[src/rtl/mvu_datamover.sv]
// mvu_datamover: host-side block mover between host streams and one MVU's controller data-memory ports.
// Optional feature: define MVU_DATAMOVER_TIMEOUT_EN to abort commands whose grant never arrives.
module mvu_datamover #(
   parameter  int NMVU      = 8,
   parameter  int N         = 64,
   parameter  int BDBANKA   = 15,
   parameter  int RDLAT     = 2,
   parameter  int FIFODEPTH = 4,
   parameter  int TIMEOUT   = 255,
   localparam int BMVUA     = $clog2(NMVU)
) (
   input  logic                    clk,
   input  logic                    rst,
   input  logic                    cmd_valid,
   output logic                    cmd_ready,
   input  logic                    cmd_dir,
   input  logic [BMVUA-1:0]        cmd_mvu,
   input  logic [BDBANKA-1:0]      cmd_addr,
   input  logic [BDBANKA-1:0]      cmd_len,
   input  logic                    wr_valid,
   output logic                    wr_ready,
   input  logic [N-1:0]            wr_data,
   output logic                    rd_valid,
   input  logic                    rd_ready,
   output logic [N-1:0]            rd_data,
   output logic                    done,
   output logic                    err,
   output logic [NMVU-1:0]         rdc_en,
   input  logic [NMVU-1:0]         rdc_grnt,
   output logic [NMVU*BDBANKA-1:0] rdc_addr,
   input  logic [NMVU*N-1:0]       rdc_word,
   output logic [NMVU-1:0]         wrc_en,
   input  logic [NMVU-1:0]         wrc_grnt,
   output logic [BDBANKA-1:0]      wrc_addr,
   output logic [N-1:0]            wrc_word
);

   localparam int PW   = $clog2(FIFODEPTH);
   localparam int CNTW = PW + 1;
   localparam int CRW  = PW + 2;

   typedef enum logic [1:0] {IDLE, WRITE, READ, DRAIN} state_e;

   state_e             state_q, state_d;
   logic [BMVUA-1:0]   mvu_q, mvu_d;
   logic [BDBANKA-1:0] addr_q, addr_d;
   logic [BDBANKA-1:0] rem_q, rem_d;
   logic [RDLAT-1:0]   pipe_q, pipe_d;
   logic [N-1:0]       fifo_q [FIFODEPTH];
   logic [N-1:0]       fifo_d [FIFODEPTH];
   logic [PW-1:0]      wptr_q, wptr_d, rptr_q, rptr_d;
   logic [CNTW-1:0]    cnt_q, cnt_d;
   logic               done_q, done_d;

   logic [NMVU-1:0]    sel;
   logic [CRW-1:0]     inflight;
   logic               credit_ok, rd_req, rd_beat, wr_beat, push, pop;
   logic [N-1:0]       ret_word;

   assign sel       = NMVU'(1) << mvu_q;
   assign ret_word  = rdc_word[mvu_q*N +: N];
   // Credit covers both words still in the return pipe and words parked in the FIFO.
   assign credit_ok = (inflight + CRW'(cnt_q)) < CRW'(FIFODEPTH);
   assign rd_req    = (state_q == READ) && credit_ok;
   assign rd_beat   = rd_req && rdc_grnt[mvu_q];
   assign wr_beat   = (state_q == WRITE) && wr_valid && wrc_grnt[mvu_q];
   assign push      = pipe_q[RDLAT-1];
   assign pop       = rd_valid && rd_ready;

   assign cmd_ready = (state_q == IDLE);
   assign done      = done_q;
   assign rdc_en    = rd_req ? sel : '0;
   assign rdc_addr  = {NMVU{addr_q}};
   assign wrc_en    = ((state_q == WRITE) && wr_valid) ? sel : '0;
   assign wr_ready  = (state_q == WRITE) && wrc_grnt[mvu_q];
   assign wrc_addr  = addr_q;
   assign wrc_word  = (state_q == WRITE) ? wr_data : '0;
   assign rd_valid  = (cnt_q != '0);
   assign rd_data   = fifo_q[rptr_q];

`ifdef MVU_DATAMOVER_TIMEOUT_EN
   localparam int TOW = $clog2(TIMEOUT + 1);
   logic [TOW-1:0] to_q, to_d;
   logic           err_q, err_d;
   logic           stall;
   assign stall = (rd_req && !rdc_grnt[mvu_q]) ||
                  ((state_q == WRITE) && wr_valid && !wrc_grnt[mvu_q]);
   assign err   = err_q;
`else
   assign err = 1'b0;
`endif

   always_comb begin
      inflight = '0;
      for (int unsigned i = 0; i < RDLAT; i++) inflight = inflight + CRW'(pipe_q[i]);
   end

   always_comb begin
      state_d = state_q;
      mvu_d   = mvu_q;
      addr_d  = addr_q;
      rem_d   = rem_q;
      done_d  = 1'b0;
      pipe_d  = pipe_q << 1;
      pipe_d[0] = rd_beat;
      fifo_d  = fifo_q;
      wptr_d  = wptr_q;
      rptr_d  = rptr_q;
      cnt_d   = cnt_q + CNTW'(push) - CNTW'(pop);
      if (push) begin
         fifo_d[wptr_q] = ret_word;
         wptr_d = wptr_q + PW'(1);
      end
      if (pop) rptr_d = rptr_q + PW'(1);

      case (state_q)
         IDLE: if (cmd_valid) begin
            mvu_d  = cmd_mvu;
            addr_d = cmd_addr;
            rem_d  = cmd_len;
            if (cmd_len == '0) done_d = 1'b1;
            else               state_d = cmd_dir ? READ : WRITE;
         end
         WRITE: if (wr_beat) begin
            addr_d = addr_q + BDBANKA'(1);
            rem_d  = rem_q - BDBANKA'(1);
            if (rem_q == BDBANKA'(1)) begin
               state_d = IDLE;
               done_d  = 1'b1;
            end
         end
         READ: if (rd_beat) begin
            addr_d = addr_q + BDBANKA'(1);
            rem_d  = rem_q - BDBANKA'(1);
            if (rem_q == BDBANKA'(1)) state_d = DRAIN;
         end
         DRAIN: if ((cnt_d == '0) && (pipe_d == '0)) begin
            state_d = IDLE;
            done_d  = 1'b1;
         end
         default: state_d = IDLE;
      endcase

`ifdef MVU_DATAMOVER_TIMEOUT_EN
      err_d = 1'b0;
      to_d  = to_q;
      if ((state_q == IDLE) || wr_beat || rd_beat) begin
         to_d = '0;
      end else if (stall) begin
         if (to_q == TOW'(TIMEOUT - 1)) begin
            state_d = IDLE;
            done_d  = 1'b1;
            err_d   = 1'b1;
            to_d    = '0;
            pipe_d  = '0;
            cnt_d   = '0;
            wptr_d  = '0;
            rptr_d  = '0;
         end else begin
            to_d = to_q + TOW'(1);
         end
      end
`endif
   end

   always_ff @(posedge clk) begin
      if (rst) begin
         state_q <= IDLE;
         mvu_q   <= '0;
         addr_q  <= '0;
         rem_q   <= '0;
         pipe_q  <= '0;
         fifo_q  <= '{default: '0};
         wptr_q  <= '0;
         rptr_q  <= '0;
         cnt_q   <= '0;
         done_q  <= 1'b0;
`ifdef MVU_DATAMOVER_TIMEOUT_EN
         to_q    <= '0;
         err_q   <= 1'b0;
`endif
      end else begin
         state_q <= state_d;
         mvu_q   <= mvu_d;
         addr_q  <= addr_d;
         rem_q   <= rem_d;
         pipe_q  <= pipe_d;
         fifo_q  <= fifo_d;
         wptr_q  <= wptr_d;
         rptr_q  <= rptr_d;
         cnt_q   <= cnt_d;
         done_q  <= done_d;
`ifdef MVU_DATAMOVER_TIMEOUT_EN
         to_q    <= to_d;
         err_q   <= err_d;
`endif
      end
   end

endmodule

[config.mk]
export PLATFORM = sky130hd
export DESIGN_NAME = mvu_datamover
export DESIGN_NICKNAME = d
export VERILOG_FILES = /design/src/rtl/mvu_datamover.sv
export SDC_FILE = /design/constraint.sdc
export NUM_CORES = 1
export LEC_CHECK = 0
export CORE_AREA = 5 5 353 355
export DETAILED_ROUTE_END_ITERATION = 10
export DIE_AREA = 0 0 358 360
export PLACE_DENSITY = 0.49
export SYNTH_ARGS = -nofsm -noshare
export SYNTH_HDL_FRONTEND = slang
export SYNTH_SLANG_ARGS = --single-unit
[constraint.sdc]
create_clock -name clk -period 3.4 [get_ports clk]
set_input_delay 0.68 -clock clk [delete_from_list [all_inputs] [get_ports clk]]
set_output_delay 0.68 -clock clk [all_outputs]
set_load 0.02 [all_outputs]
Word level (Yosys, flattened, before mapping)
Cells that the tools add are included.
Storage, ports and cells
  output and inout bits: 284
  logic and storage cells: 94
  input port bits: 631
  flip-flop bits (word level): 301
Operators by class
  eq/ne operators: 11
  shift-type cells: 2
  bitwise operators: 2
  multiplexer cells: 36
  $lt $le $gt $ge: 5
  reduce and logical (&&, ||, !) cells: 17
  add/subtract/negate cells: 8
Operators by type and width (number)
  $shiftx A512 B10 Y64: 1
  $bwmux W256: 1
  $mux W64: 4
  $bmux W64 S2: 1
  $demux W64 S2: 1
  $mux W15: 6
  $pmux W15 S3: 2
  $mux W2: 8
  $mux W8: 2
  $add A15 B1 Y15 const B: 1
  $eq A15 B1 Y1 const B: 1
  $logic_not A15 Y1: 1
  $sub A15 B1 Y15 const B: 1
  $ne A2 B2 Y1 const B: 5
  $logic_and A1 B1 Y1: 8
  $pmux W2 S4: 1
  $shl A1 B3 Y8 const A: 1
  $mux W1: 7
  $reduce_and A7 Y1: 1
  $bmux W1 S3: 2
  $ge A3 B3 Y1 const B: 2
  $not A2 Y3: 2
  $reduce_bool A3 Y1: 2
  $add A2 B1 Y2 const B: 2
  other kinds (15): 18

Depth between registers and ports, before layout
Gate-level depths: netlist of the first run.
  depth in word-level cells: 9
  depth in mapped cells: 12
  mapped depth without buffers: 12

Least setup slack after synthesis of the first run
Ideal clock, no wire load.
  path type: reg-to-reg
  start: register cnt_q[0]
  end: register state_q[0]
  buffers on the path: 0
  required time: 3.328 ns
  period minus slack after synthesis: 3.011 ns
  data arrival time: 2.940 ns
  setup slack: 0.389 ns
  cell stages (with the launch flop): 13
  library setup time: 0.072 ns
  cell sequence: dfxtp_1 or3_1 and2_1 ha_1 inv_1 ha_1 inv_1 fa_1 xnor3_1 nand3_1 a221oi_1 and4_4 mux2i_1
Between the ends
  elaborated cells between the ends (all ways): 14
  those cells by class: add/sub (3); order compare (1); eq/ne (2); reduce/logical (8)
RTL lines
  start, declared: line 52  | logic [CNTW-1:0] cnt_q, cnt_d;
  start signal, assigned: line 191  | cnt_q <= cnt_d;
  $reduce_bool A3 Y1: line 78  | assign rd_valid = (cnt_q != '0);
  net rd_valid: line 23  | output logic rd_valid,
  $logic_and A1 B1 Y1: line 68  | assign pop = rd_valid && rd_ready;
  net pop: line 57  | logic credit_ok, rd_req, rd_beat, wr_beat, push, pop;
  $sub A3 B1 Y3: line 109  | cnt_d = cnt_q + CNTW'(push) - CNTW'(pop);
  $logic_not A3 Y1: line 137  | DRAIN: if ((cnt_d == '0) && (pipe_d == '0)) begin
  $logic_and A1 B1 Y1: line 137
  $ne A2 B2 Y1 (no source line)
  $reduce_and A7 Y1 (no source line)
  end signal, assigned: line 183  | state_q <= state_d;
  end, declared: line 44  | state_e state_q, state_d;
The timed path passes the listed nets, and every way through them passes these cells.
A chain may end at the register's enable or synchronous reset.

Final worst setup path of the first run
  start: register pipe_q[0]
  end: output port rdc_en[1]
Between the ends
  word-level cells in the longest chain between the ends: 5
RTL lines
  start, declared: line 48  | logic [RDLAT-1:0] pipe_q, pipe_d;
  start signal, assigned: line 187  | pipe_q <= pipe_d;
  $add A1 B1 Y2: line 95  | for (int unsigned i = 0; i < RDLAT; i++) inflight = inflight + CRW'(pipe_q[i]);
  $add A4 B3 Y4: line 63  | assign credit_ok = (inflight + CRW'(cnt_q)) < CRW'(FIFODEPTH);
  $lt A4 B3 Y1: line 63
  $logic_and A1 B1 Y1: line 64  | assign rd_req = (state_q == READ) && credit_ok;
  $mux W8: line 72  | assign rdc_en = rd_req ? sel : '0;
  end, declared: line 28  | output logic [NMVU-1:0] rdc_en,
Every way passes these cells.

==> results of run 1 <==
[how the worst min path moves through the flow]
stage                    start    endpoint  slack (ns)  cells after the start
floorplan            rem_q[11]   rem_q[11]        0.46                      2
finish               pipe_q[0]   pipe_q[1]        0.49                      1
CTS                  pipe_q[0]   pipe_q[1]        0.49                      1
detailed placement   pipe_q[0]   pipe_q[1]        0.48                      1
global placement      rem_q[7]    rem_q[7]        0.48                      2
global route        fifo_q[36]  fifo_q[36]        0.51                      2
[cell families (layout without fill, tap and decap cells)]
| family | after synthesis | after routing | share of synthesized area [%] |
|---|---|---|---|
| AO/OA/AOI/OAI | 372 | 372 | 15.35 |
| adder cells (fa/ha/maj) | 16 | 16 | 1.150 |
| flip-flops | 301 | 301 | 33.35 |
| XOR/XNOR | 4 | 4 | 0.2701 |
| multiplexers | 270 | 270 | 28.47 |
| buffers and inverters | 310 | 1048 | 9.438 |
| other | 1 | 2 | 0.02075 |
| AND/OR/NAND/NOR | 474 | 474 | 11.95 |
[routing by layer]
layer	share of wire, %	track usage (%)	up-vias
met1	41	14.81	7931
met2	48	20.42	639
met4	2.6	3.230	6
met5	0.046	0	-
li1	-	-	7967
met3	8.2	3.803	99
[area by class of cell]
cell class	instances	area, um2
multi-input combinational	1137	10360
clock inverter	12	140.1
clock buffer	53	1080
inverter	16	60.06
antenna	1	2.502
timing repair buffer	967	9741
fill	12968	91620
tap	1625	2033
sequential	301	6045
[cells in the final DEF (no fill, tap or decap), drive strengths merged, types with 4 or more instances in the layout]
cell type,n
a22oi,5
nand2b,4
nor2,296
ha,15
mux2,8
nand3,14
a31oi,7
o31ai,20
nor3,24
dfxtp,301
and4,5
dlygate4sd2,6
inv,20
a21oi,25
o311ai,22
clkbuf,57
and3,5
a2bb2oi,4
a211oi,261
buf,55
nor2b,6
clkinv,6
nand2,24
o21ai,8
nor4,9
o21a,4
mux4,194
clkdlybuf4s50,899
and2,74
mux2i,68
[per-stage QoR]
| stage | TNS, ns | instance area [um2] |
|---|---|---|
| 2_1_floorplan | 0 | 18070 |
| 3_3_place_gp | -0.1225 | 28210 |
| 3_5_place_dp | -0.1165 | 28210 |
| 4_1_cts | 0 | 29460 |
| 5_1_grt | 0 | 29450 |
| 6_report | 0 | 29460 |
[repair_timing]
item                                    in CTS  in global routing
endpoints found under the hold margin        0                  0
setup buffers                                2                  1
resized for setup                           15                 10
endpoints found under the setup margin      12                 11
pin swaps                                    0                  0
[flip-flops by register name, summed over array words and instances (netlist names), 3 cells and up]
signal,count
cnt_q,3
fifo_q,256
mvu_q,3
rem_q,15
wrc_addr,15
[power groups by stage]
stage	sequential [mW]	combinational (mW)	clock, mW
floorplan	4.20	4.81	0
global placement	4.37	7.62	0
detailed placement	4.39	7.61	0
CTS	4.31	7.65	4.23
global route	4.36	8.04	4.36
finish	4.29	7.55	4.01
==> reports/results.ini, run 1 <==
[status]
outcome=completed

[setup_path]
r2r_setup_slack_ns=0.34
cp.arrival_ns=2.56
crit_family=buffers and inverters
startpoint_type=flip-flop
critPathCaptureType=output pin
critPathBufInv=2
timing.rr.end=state_q[0]
critical_path.max_fanout=4
endpoint=rdc_en[1]
critPathKind=flip-flop to output pin
cpMostUsedCell=ha_1
critPathMaxStageDelay_ns=0.36
crit_required_ns=2.72
worstPathCellList=ha_1, ha_1, a311oi_2, buf_4, nand2_1, nor3_1, dlygate4sd2_1
r2r_start=cnt_q[0]
path_depth=7
startpoint=pipe_q[0]
slowest_stage=dlygate4sd2_1
reg2regPathDepth=12

[route]
ant_nets=0
drc=0
viasPerCell=4.047
vias=16642
drt_iter0_drc=888
wirelength_um=82260
wl_per_cell_um=20.00
first_pass_iters=4

[clock_tree]
cts_sinks=301
cts-root-buf=clkbuf_16
insertion_delay_ns=0.58
cts_made_buffers=38
h-tree-depth=2
clkTransAtPathRegs_ns=0.06
hold_buffers=0
clockBufferDepth=3
cts_tree=done

[global_routing]
overflow=0
antenna_found_initial=9
grt_usage_pct=12.07
grt_max_degree=153
grt_pass1_vias=17386
grt_pass1_wl_um=117800

[sta]
finalClockSkew_ns=0.02417
maxSlewViolCount=0
rsz0062_at_grt=false
fin_ws_ns=0.1590
hold_ws_ns=0.4857
post-route-period-util_pct=95.32
finalHoldViolCount=0
fmax_ghz=0.3085
finalCriticalPeriod_ns=3.241
tightest_slew_ns=0.9412
relSlewSlack_pct=37.25
setup_viol=0

[floorplan]
std_cell_rows=128
die_h_um=360
ios=915
core_area_mm2=0.1211
die_w_um=358
die_area_mm2=0.1289
initial_core_util_pct=14.92

[power_and_ir_drop]
total_power_mw=15.85
ir_drop_v=0.0003401
pwr_density_cell_mw_per_mm2=538.2
seqPwrFrac_pct=27.0
internal-power_mw=9.785
combPwrFrac_pct=47.6
power.switching_mw=6.069
p_sw_share_pct=38.28
pwr-share-clk_pct=25.3
leakage_nw=9.276

[yosys]
ys_types=62
ys_seq_area_share_pct=33.35
synth_top_area_share_pct=33.35
synth_top_area_cell=dfxtp_1
synth.area.top_cells=dfxtp_1 (33%), mux4_2 (24%), a211oi_1 (11%), nor2_1 (6.1%), buf_4 (5.1%)
postSynthCellCount=1748
syn_avg_cell_area_um2=10.34
syn-num-nets=2395
synth_edf_count=0
ys_top_cells_by_count=dfxtp_1 (301), nor2_1 (295), a211oi_1 (260)
ys_dominant_reg_cell=dfxtp_1
ys_async_sr_fraction_pct=0
yosysWarnings=0
synth.most_common_cell=dfxtp_1
netlist_area_mm2=0.01807
synth-seq-cells=301

[place]
port_buffers=913
gp_congestion=0.8318
place_inst=4043
hpwlAfterDp_um=64550
pre_cts_ws_ns=-0.05076

[finish]
syn2layout_area_growth_pct=63.03
fin_util_pct=24.33
finalNetCount=3108
fin_cells=4112
drive_gt1_share_pct=13.27

[run]
cap_violations=0

[worst_hold_path]
hp-class=flip-flop to flip-flop

(Power assumes the default switching activity.)
==> inputs of run 2 (changes only) <==
Settings changed: CORE_AREA 5 5 353 355 to 5 5 349 351, CTS_BUF_LIST set to sky130_fd_sc_hd__clkbuf_4 sky130_fd_sc_hd__clkbuf_8, DIE_AREA 0 0 358 360 to 0 0 354 356, PLACE_DENSITY 0.49 to 0.5.
==> run 2 against run 1 <==
Combinational power is essentially flat. Via count grew 1.1%. Power grew 0.28%. Cell area grew 0.20%. Utilization grew 0.54 points. Routed wire length shrank 0.97%. Clock power grew 2%. Final cell count shrank 0.68%. Hold slack lost 0.19 ns. Critical path type unchanged. Largest power group unchanged. Highest routed layer unchanged.
==> reports/results.ini, run 2 (synthesized netlist as in run 1, its figures left out) <==
[clock_tree]
clockBufferDepth=3  ; unchanged
cts-root-buf=clkbuf_8
clkTransAtPathRegs_ns=0.06  ; about the same
cts_tree=done
hold_buffers=0  ; unchanged
h-tree-depth=2  ; unchanged
insertion_delay_ns=0.70  ; +0.12 ns
cts_sinks=301  ; unchanged
cts_made_buffers=59  ; +55%

[floorplan]
initial_core_util_pct=15.22  ; +0.30 points
ios=915  ; unchanged
die_h_um=356  ; -1.1%
core_area_mm2=0.1187  ; -2.0%
std_cell_rows=127  ; -0.78%
die_w_um=354  ; -1.1%
die_area_mm2=0.1260  ; -2.2%

[sta]
tightest_slew_ns=1.130  ; +0.1884 ns
maxSlewViolCount=0  ; unchanged
hold_ws_ns=0.2909  ; -0.1949 ns
relSlewSlack_pct=24.61  ; -13 points
setup_viol=0  ; unchanged
post-route-period-util_pct=94.50  ; -0.82 points
fmax_ghz=0.3112  ; +0.87%
finalCriticalPeriod_ns=3.213  ; -0.02795 ns
finalHoldViolCount=0  ; unchanged
finalClockSkew_ns=0.07215  ; +0.04798 ns
fin_ws_ns=0.1870  ; +0.02795 ns

[setup_path]
worstPathCellList=buf_4, buf_12, mux4_2, dlygate4sd2_1
critPathBufInv=3  ; +1
critPathCaptureType=output pin
cp.arrival_ns=2.53  ; -0.03 ns
critical_path.max_fanout=19  ; +15
startpoint_type=flip-flop
r2r_start=cnt_q[0]
crit_required_ns=2.72  ; about the same
timing.rr.end=state_q[0]
crit_family=buffers and inverters
reg2regPathDepth=12  ; unchanged
slowest_stage=mux4_2
r2r_setup_slack_ns=0.28  ; -0.06 ns
critPathMaxStageDelay_ns=0.62  ; +0.26 ns
path_depth=4  ; -3
critPathKind=flip-flop to output pin

[power_and_ir_drop]
ir_drop_v=0.0003146  ; -7.5%
total_power_mw=15.90  ; +0.28%
pwr_density_cell_mw_per_mm2=538.7  ; about the same
leakage_nw=9.728  ; +4.9%

[route]
drc=0  ; unchanged
vias=16828  ; +1.1%
drt_iter0_drc=904  ; +1.8%
viasPerCell=4.120  ; +1.8%
wirelength_um=81460  ; -0.97%
wl_per_cell_um=19.95  ; -0.29%
ant_nets=0  ; unchanged
first_pass_iters=5  ; +1

[worst_hold_path]
holdPathStages=2  ; +1
hp-class=input port to flip-flop
holdPathEnd=mvu_q[2]
hold_path_startpoint=rst

[global_routing]
grt_pass1_wl_um=117500  ; -0.19%
antenna_found_initial=12  ; +3
grt_pass1_vias=17448  ; +0.36%
overflow=0  ; unchanged
grt_max_degree=130  ; -15%
grt_usage_pct=12.19  ; +0.12 points

[finish]
finalNetCount=3136  ; +0.90%
largest_register_ffs=256  ; unchanged
top_register=fifo_q
final_design_area_no_fill_mm2=0.02951  ; +0.20%
layout_commonest_cell=clkdlybuf4s50_1
drive_gt1_share_pct=15.79  ; +2.5 points
syn2layout_area_growth_pct=63.35
fin_util_pct=24.86  ; +0.54 points
final_cell_mix=clkdlybuf4s50_1 (840), dfxtp_1 (296), nor2_1 (294)

[place]
pre_cts_ws_ns=-0.1218  ; -0.07108 ns
port_buffers=913  ; unchanged
post_dp_cell_area_mm2=0.02808  ; -0.47%
hpwlAfterDp_um=63110  ; -2.2%
gp_congestion=0.8347  ; +0.35%

[status]
outcome=completed

[run]
cap_violations=0  ; unchanged

-- run 2: changes by cell type in the layout (fill, tap and decap cells not counted), moves of 8 or more --
cell / delta
clkbuf_8: +66
clkdlybuf4s50_1: -59
dlygate4sd2_1: +54
clkbuf_16: -40
clkbuf_4: +18
clkbuf_1: -10
buf_4: +8
-- run 2: worst max-delay path by stage --
stage | slack, ns | to | startpoint
after CTS | -0.10 | rdc_en[0] | pipe_q[0]
after global routing | -0.008 | rdc_en[5] | pipe_q[0]
final | 0.19 | rd_data[27] | rptr_q[1]
after floorplan | 0.39 | state_q[0] | cnt_q[0]
after global placement | -0.05 | state_q[0] | rd_ready
after detailed placement | -0.12 | state_q[0] | rd_ready
-- run 2: what timing repair did --
action | 4_1_cts | 5_1_grt
resized for setup | 104 | 16
pin swaps | 0 | 1
cloned | 1 | 0
buffers inserted | 6 | 3
setup endpoints to repair | 123 | 46
-- run 2: layout make-up --
class | instances | area, um2
antenna | 3 | 7.507
clock inverter | 18 | 227.7
inverter | 16 | 60.06
timing repair buffer | 974 | 9744
clock buffer | 87 | 1085
sequential | 301 | 6045
multi-input combinational | 1137 | 10410
fill | 12681 | 89190
tap | 1548 | 1937
-- run 2: through the flow --
step | instances | setup TNS (ns)
after floorplan | 1748 | 0
after global placement | 3966 | -0.08453
after detailed placement | 3966 | -0.1786
after CTS | 4078 | -0.2383
after global routing | 4083 | -0.02294
final | 4084 | 0
-- run 2: where the power goes --
part | internal [mW] | leakage (nW) | switching [mW] | total [mW]
clock | 2.37 | 0.694 | 1.74 | 4.11
sequential | 3.77 | 2.43 | 0.484 | 4.25
combinational | 3.62 | 6.60 | 3.92 | 7.54
-- run 2: per-layer routing --
metal	vias up	GRT usage, %	wire length, um
met5	-	0	23
met4	4	2.980	1681
met1	8085	15.11	34070
met2	626	20.07	38270
li1	8021	-	-
met3	92	4.607	7412
